**src/rtl/riscv_pkg.sv**
```systemverilog
// ----------------------------------------------------------------------------
// riscv_pkg
// Shared constants for the integer register file and its read-port bypass
// muxes.
//   XLEN     : register / data width
//   NREG     : number of architectural integer registers (x0..x31)
//   REG_AW   : register address width
//   REG_ZERO : address of the hard-wired zero register x0
//   isCommit : true when a write-back actually lands in the array
// ----------------------------------------------------------------------------
package riscv_pkg;

  localparam int XLEN   = 32;
  localparam int NREG   = 32;
  localparam int REG_AW = 5;

  localparam logic [REG_AW-1:0] REG_ZERO = '0;

  // A write-back only counts as architectural when it is enabled and does not
  // target x0; the array, the commit counter and the snapshot all share this.
  function automatic logic isCommit(input logic we, input logic [REG_AW-1:0] addr);
    return we && (addr != REG_ZERO);
  endfunction

endpackage

```
**src/rtl/rf_bypass_mux.sv**
```systemverilog
// ----------------------------------------------------------------------------
// rf_bypass_mux
// One read port of the register file. Picks the architecturally current value
// of a register from the in-flight write-back value, the registered write, or
// the stored array word.
// Ports:
//   addr      in  read address
//   fwd_we    in  write enable of the instruction inside write-back
//   fwd_addr  in  its destination register
//   fwd_data  in  its value (same cycle)
//   wb_we     in  registered write enable
//   wb_addr   in  registered destination register
//   wb_data   in  registered write-back value
//   rf_word   in  array contents at addr
//   rd_data   out read data
// ----------------------------------------------------------------------------
module rf_bypass_mux
  import riscv_pkg::*;
#(
  parameter int DW = 32
) (
  input  logic [REG_AW-1:0] addr,
  input  logic              fwd_we,
  input  logic [REG_AW-1:0] fwd_addr,
  input  logic [DW-1:0]     fwd_data,
  input  logic              wb_we,
  input  logic [REG_AW-1:0] wb_addr,
  input  logic [DW-1:0]     wb_data,
  input  logic [DW-1:0]     rf_word,
  output logic [DW-1:0]     rd_data
);

  // Priority from strongest to weakest: x0 always reads zero, then the
  // younger in-flight instruction, then the registered write that has not
  // reached the array yet, and finally the stored word.
  always_comb begin
    rd_data = rf_word;
    if (addr == REG_ZERO) begin
      rd_data = '0;
    end else if (fwd_we && (fwd_addr == addr)) begin
      rd_data = fwd_data;
    end else if (wb_we && (wb_addr == addr)) begin
      rd_data = wb_data;
    end
  end

endmodule

```
**src/rtl/reg_file_wb.sv**
```systemverilog
// ----------------------------------------------------------------------------
// reg_file_wb
// Integer register file terminating the write-back interface. Commits the
// registered write every rising clock edge, serves two bypassed combinational
// read ports, and keeps a committed-write counter plus last-write snapshot.
// Ports:
//   clk, reset            clock; asynchronous active-high reset
//   wb_we/wb_addr/wb_data registered write from write-back
//   fwd_we/fwd_addr/...   in-flight write-back instruction (not registered)
//   rs1_addr, rs2_addr    read addresses
//   rs1_data, rs2_data    bypassed read data
//   commit_cnt            count of committed writes to x1..x31 (wraps)
//   last_addr, last_data  destination and value of the latest commit
// ----------------------------------------------------------------------------
module reg_file_wb #(
  parameter int XLEN = 32,
  parameter int NREG = 32
) (
  input  logic                        clk,
  input  logic                        reset,
  input  logic                        wb_we,
  input  logic [riscv_pkg::REG_AW-1:0] wb_addr,
  input  logic [XLEN-1:0]             wb_data,
  input  logic                        fwd_we,
  input  logic [riscv_pkg::REG_AW-1:0] fwd_addr,
  input  logic [XLEN-1:0]             fwd_data,
  input  logic [riscv_pkg::REG_AW-1:0] rs1_addr,
  input  logic [riscv_pkg::REG_AW-1:0] rs2_addr,
  output logic [XLEN-1:0]             rs1_data,
  output logic [XLEN-1:0]             rs2_data,
  output logic [31:0]                 commit_cnt,
  output logic [riscv_pkg::REG_AW-1:0] last_addr,
  output logic [XLEN-1:0]             last_data
);

  import riscv_pkg::*;

  logic [XLEN-1:0]   r_regs [NREG];
  logic [31:0]       r_commitCnt;
  logic [REG_AW-1:0] r_lastAddr;
  logic [XLEN-1:0]   r_lastData;

  logic              w_commit;
  logic [XLEN-1:0]   w_rs1Word;
  logic [XLEN-1:0]   w_rs2Word;

  assign w_commit  = isCommit(wb_we, wb_addr);
  assign w_rs1Word = r_regs[rs1_addr];
  assign w_rs2Word = r_regs[rs2_addr];

  // Array, commit counter and snapshot all advance together on a committed
  // write. x0 is never written, so its entry stays at the reset value of zero.
  // The counter is free-running modulo 2^32 with no overflow indication.
  always_ff @(posedge clk or posedge reset) begin
    if (reset) begin
      for (int i = 0; i < NREG; i++) begin
        r_regs[i] <= '0;
      end
      r_commitCnt <= '0;
      r_lastAddr  <= '0;
      r_lastData  <= '0;
    end else if (w_commit) begin
      r_regs[wb_addr] <= wb_data;
      r_commitCnt     <= r_commitCnt + 32'd1;
      r_lastAddr      <= wb_addr;
      r_lastData      <= wb_data;
    end
  end

  // Each read port gets its own bypass mux so the two ports resolve the same
  // address identically.
  rf_bypass_mux #(.DW(XLEN)) u_rs1Mux (
    .addr     (rs1_addr),
    .fwd_we   (fwd_we),
    .fwd_addr (fwd_addr),
    .fwd_data (fwd_data),
    .wb_we    (wb_we),
    .wb_addr  (wb_addr),
    .wb_data  (wb_data),
    .rf_word  (w_rs1Word),
    .rd_data  (rs1_data)
  );

  rf_bypass_mux #(.DW(XLEN)) u_rs2Mux (
    .addr     (rs2_addr),
    .fwd_we   (fwd_we),
    .fwd_addr (fwd_addr),
    .fwd_data (fwd_data),
    .wb_we    (wb_we),
    .wb_addr  (wb_addr),
    .wb_data  (wb_data),
    .rf_word  (w_rs2Word),
    .rd_data  (rs2_data)
  );

  assign commit_cnt = r_commitCnt;
  assign last_addr  = r_lastAddr;
  assign last_data  = r_lastData;

endmodule

```
**config.mk**
```make
export PLATFORM = sky130hd
export DESIGN_NAME = reg_file_wb
export DESIGN_NICKNAME = d
export VERILOG_FILES = /design/src/rtl/riscv_pkg.sv /design/src/rtl/rf_bypass_mux.sv /design/src/rtl/reg_file_wb.sv
export SDC_FILE = /design/constraint.sdc
export NUM_CORES = 2
export LEC_CHECK = 0
export ABC_CLOCK_PERIOD_IN_PS = 62700
export BUFFER_PORTS_ARGS = -buffer_cell sky130_fd_sc_hd__buf_2
export CAP_MARGIN = 10
export CORE_MARGIN = 4
export CORE_UTILIZATION = 25
export CTS_CLUSTER_SIZE = 20
export DETAILED_ROUTE_END_ITERATION = 7
export SYNTH_ARGS = -nofsm -noshare
export SYNTH_HDL_FRONTEND = slang
export SYNTH_HIERARCHICAL = 1
export SYNTH_SLANG_ARGS = --single-unit
```
**constraint.sdc**
```tcl
create_clock -name clk -period 62.7 [get_ports clk]
set_input_delay 0 -clock clk [delete_from_list [all_inputs] [get_ports clk]]
set_output_delay 0 -clock clk [all_outputs]
set_load 0.05 [all_outputs]
```
Word level (Yosys, flattened, before mapping). Index checks and enable logic that the tools add are counted.

Register bits: 1093. Input bits: 88. Output and inout port bits: 133. Word-level logic and storage cells: 71.

$add $sub $neg: 1. Order comparisons: 4. Equality and inequality tests: 4. Mux-type cells: 15. Bitwise logic cells: 3. Reductions and logical operators: 9.

Operators by type and width (count): $bwmux W1024 (1); $mux W32 (11); $bmux W32 S5 (2); $demux W32 S5 (1); $add A32 B1 Y32 const B (1); $eq A5 B5 Y1 (4); $ge A6 B6 Y1 const B (3); $not A5 Y6 (3); $logic_not A5 Y1 (2); $logic_and A1 B1 Y1 (6); $lt A6 B1 Y1 const B (1); $reduce_bool A5 Y1 (1).

Longest topological paths before layout.
Word-level depth: 7. Depth in mapped cells: 10. Depth with buffers taken out: 7.

Cells and area by module. The synthesis kept the hierarchy.

Modules (own cells, without submodules): reg_file_wb (instances 1, cells an instance 4890, area each 58376.0 um^2, seq. area each 27351.2 um^2); rf_bypass_mux (instances 2, cells an instance 177, area each 1288.7 um^2, seq. area each 0.0 um^2).

Worst setup path after synthesis. Ideal clock, no wire load.

Kind: input -> output. From: input port rs1_addr[1] (netlist name). To: output port rs1_data[29]. Arrival: 2.535 ns. Required time: 62.700 ns. Path slack: 60.165 ns. Cell stages on the path: 10. Path buffers: 4. Path through: buf_2 buf_2 buf_2 buf_2 mux2i_1 a22oi_1 a31oi_1 nand3_1 o21ai_0 a311oi_1.

Longest elaborated chain between the ends: 7. Elaborated cells between the ends (all ways): 12. Classes of those cells: eq/ne: 2; mux: 6; bitwise: 1; reduce/logical: 3.

RTL lines: from (decl) (RTL line reg_file_wb.sv:27) `input logic [riscv_pkg::REG_AW-1:0] rs1_addr,`; $not A5 Y6 (implied by the code) (RTL line reg_file_wb.sv:48) `assign w_rs1Word = r_regs[rs1_addr];`; $bmux W32 S5 (RTL line reg_file_wb.sv:48); $mux W32 (implied by the code) (2 in a row) (RTL line reg_file_wb.sv:48); via w_rs1Word[29] (RTL line reg_file_wb.sv:44) `logic [XLEN-1:0] w_rs1Word;`; $mux W32 (RTL line rf_bypass_mux.sv:42) `end else if (wb_we && (wb_addr == addr)) begin`; $mux W32 (RTL line rf_bypass_mux.sv:40) `end else if (fwd_we && (fwd_addr == addr)) begin`; $mux W32 (RTL line rf_bypass_mux.sv:38) `if (addr == REG_ZERO) begin`; to (decl) (RTL line reg_file_wb.sv:29) `output logic [XLEN-1:0] rs1_data,`.

The timed path passes the listed nets, and every way through them passes these cells. The select of a mux whose other input is x is not followed.

Final worst setup path.
From: input port rs1_addr[1] (netlist name). To: output port rs1_data[30].

Same word-level chain as after synthesis.

==> key figures <==
Clock tree
  – H-Tree Depth: 4
  – CTS tree: built
  – Postcts setup bufs: 0
  – Clk slew on worst S/H paths: 0.06 ns
  – # clock sinks: 1,093
  – Worst skew pair latency: 0.77 ns
  – CTS root buffer: clkbuf_16
  – Clk buf depth: 3
  – CTS resizes: 0
  – CTS Buf Count: 136

Pwr
  – Int Power: 0.00154 W
  – Register share of total power: 0.420
  – Worst vdd ir: 0.0306 mV
  – Leak pwr: 31.9 nW
  – Sw Ratio: 0.309
  – Comb pwr share: 0.207
  – Clock power frac: 0.373
  – NetSw: 0.000689 W
  – Power Density: 31.8 nW/um^2
  – Power Total: 0.00223 W

Yosys
  – Sequential area share after synthesis: 0.449
  – Ys flop type: dfrtp_1
  – FF+latch count, synth: 1,093
  – Synth Area per Inst: 11.6 um^2
  – Cell count after synthesis: 5,244
  – Synthesis warning total: 6
  – EDFF count, synth: 0
  – Mapped cell area: 61,000 um^2
  – Syn nets: 5,333
  – Asr flop ratio synth: 1.00
  – Unique masters post-synth: 52

Critical path
  – Critical path data required time: 62.70 ns
  – Worst Path Arrival: 5.01 ns
  – CP startpoint kind: input pin
  – R2R Setup Slk: 60.76 ns
  – Setup crit end kind: output port
  – Path depth of the worst reg2reg path: 6
  – Critical setup path kind: input pin to output port
  – CP max FO: 69

Layout
  – Layout cells sized above 1: 0.312
  – Commonest non-fill, non-tap cell in the layout: dfrtp_1
  – Area Overhead vs Synth: 15.0%
  – Post-layout net count: 5,301
  – Most frequent cells in the layout: dfrtp_1 (1,093), mux2i_1 (1,024), mux2_2 (938), nand2_1 (317), buf_2 (217)

Drt
  – Mean routed wirelength per cell: 26.6 um
  – Via density: 5.38
  – DR vias: 45,916
  – DRC: 0
  – DR pass1 iterations: 8
  – Antenna Nets Post-Route: 0
  – 1st-iter DRT viols: 4,530
  – Post-Route WL: 227,000 um

Global route
  – Number of global-route vias before repair: 46,502
  – Total global-route track usage: 0.174
  – Initial antenna violation count: 13
  – Largest net degree at the start of global routing: 189
  – First-pass GRT wire length: 327,000 um
  – Congestion Overflow GR: 0

STA
  – RSZ-0062 raised after global routing: no
  – # setup viols final: 0
  – TNS Setup: 0 ns
  – Layout Skew: 0.00853 ns
  – Fmax: 200 MHz
  – Least-Margin Pin Slew: 1.21 ns
  – Final-report max-slew violation count: 0
  – Hold Violations, Final: 0
  – Fin crit share: 0.0798
  – Max_slew headroom: 0.192
  – Crit path time final: 5.01 ns

Placed design
  – Hpwl dp: 131,000 um
  – Port buffer count: 220
  – Gpl congestion: 0.816

Run status
  – Status: finished clean

Die
  – Die ar.: 252,000 um^2
  – Std-Cell Rows: 181
  – # IOs: 221
  – Core area: 243,000 um^2
  – Die span in x: 502 um
  – Initial Utilization: 0.251
  – Die H: 502 um

Flow run
  – Max-cap violations: 0

Hold path
  – Hold depth: 5
  – Hold Path Class: input pin to flip-flop
[layout make-up]
| type | instances | area, um^2 |
|---|---|---|
| Timing Repair Buffer | 381 | 2530 |
| Sequential cell | 1093 | 27400 |
| Inverter | 2 | 15.0 |
| Fill cell | 24656 | 173000 |
| Multi-Input combinational cell | 3598 | 31400 |
| Antenna cell | 7 | 17.5 |
| Clock inverter | 52 | 694 |
| Tap cell | 3202 | 4010 |
| Clock buffer | 198 | 4030 |
[power by group through the flow]
stage          clock network (W)  registers, W  logic (W)
2_1_floorplan                  0      0.000934   0.000335
3_3_place_gp                   0      0.000933   0.000448
3_5_place_dp                   0      0.000943   0.000458
4_1_cts                 0.000847      0.000931   0.000462
5_1_grt                 0.000875      0.000951   0.000498
6_report                0.000831      0.000935   0.000462
[cell usage after synthesis, types with 5 or more instances]
cell type / instances / share of area
a21oi_1: 192 / 0.016
a22o_1: 130 / 0.019
a22oi_1: 192 / 0.024
a311oi_2: 60 / 0.015
a31oi_1: 64 / 0.0066
and4_1: 7 / 0.0010
buf_1: 32 / 0.0020
buf_2: 223 / 0.018
buf_6: 11 / 0.0020
clkbuf_1: 282 / 0.017
dfrtp_1: 1093 / 0.45
mux2_1: 24 / 0.0044
mux2_2: 938 / 0.17
mux2_4: 30 / 0.0074
mux2i_1: 1024 / 0.17
nand2_1: 330 / 0.020
nand2b_1: 5 / 0.00051
nand3_1: 211 / 0.017
nand4_1: 74 / 0.0076
nor2_1: 17 / 0.0010
nor2b_1: 8 / 0.00082
nor3_1: 132 / 0.011
o21ai_0: 62 / 0.0051
xnor2_1: 47 / 0.0068
[timing repair]
item	4_1_cts	5_1_grt
hold buffers	39	0
endpoints found under the hold margin	1068	0
setup endpoints to repair	0	0
[flip-flops by register name, indices dropped and copies added, names as in the netlist]
name        cells
r_regs       1024
commit_cnt     32
last_data      32
last_addr       5
[critical path: stages]
cell      delay, ns
buf_8          0.52
buf_4          0.82
buf_4          0.85
buf_4          0.77
mux2i_1        0.18
a22o_1         0.26
nor3_1         0.20
a31oi_1        0.08
nand3_1        0.12
o21ai_0        0.15
a311oi_2       0.54
buf_2          0.36
[layer usage]
| layer | part of all wire | up-vias | GRT usage |
|---|---|---|---|
| li1 | - | 19337 | - |
| met1 | 0.41 | 23920 | 0.218 |
| met2 | 0.46 | 2045 | 0.284 |
| met3 | 0.073 | 612 | 0.0344 |
| met4 | 0.056 | 2 | 0.0908 |
| met5 | 0.000057 | - | 0 |
[final timing paths]
check / startpoint / endpoint
worst max-delay path: rs1_addr[1] / rs1_data[30]
worst min-delay path: wb_data[20] / last_data[20]
worst max register to register: commit_cnt[0] / commit_cnt[24]
worst min register to register: r_regs[1001] / r_regs[1001]
max in group asynchronous: reset / r_regs[669]
min in group asynchronous: reset / last_data[22]
[cells by family (layout without fill, tap and decap cells)]
kind of cell	count (synthesis)	after routing	synth area share
mux	2016	2016	0.353
flops	1093	1093	0.449
fa+ha+maj	1	1	0.000205
xor+xnor	51	51	0.00733
other cells	0	7	0
simple gates	818	818	0.0642
compound gates	712	712	0.0860
buf+inv	553	633	0.0402
[stage by stage]
| stage | setup slack (ns) | instance area (um^2) | util | std cells | hold WS [ns] |
|---|---|---|---|---|---|
| finish | 57.69 | 70100 | 0.288 | 8533 | 0.284 |
| global route | 57.55 | 70100 | 0.288 | 8529 | 0.280 |
| CTS | 57.72 | 70100 | 0.288 | 8526 | 0.222 |
| detailed placement | 57.73 | 65000 | 0.267 | 8237 | 0.176 |
| global placement | 57.73 | 65000 | 0.267 | 8237 | 0.170 |
| floorplan | 31.93 | 61000 | - | 5244 | 0.152 |
(Power assumes the default switching activity.)
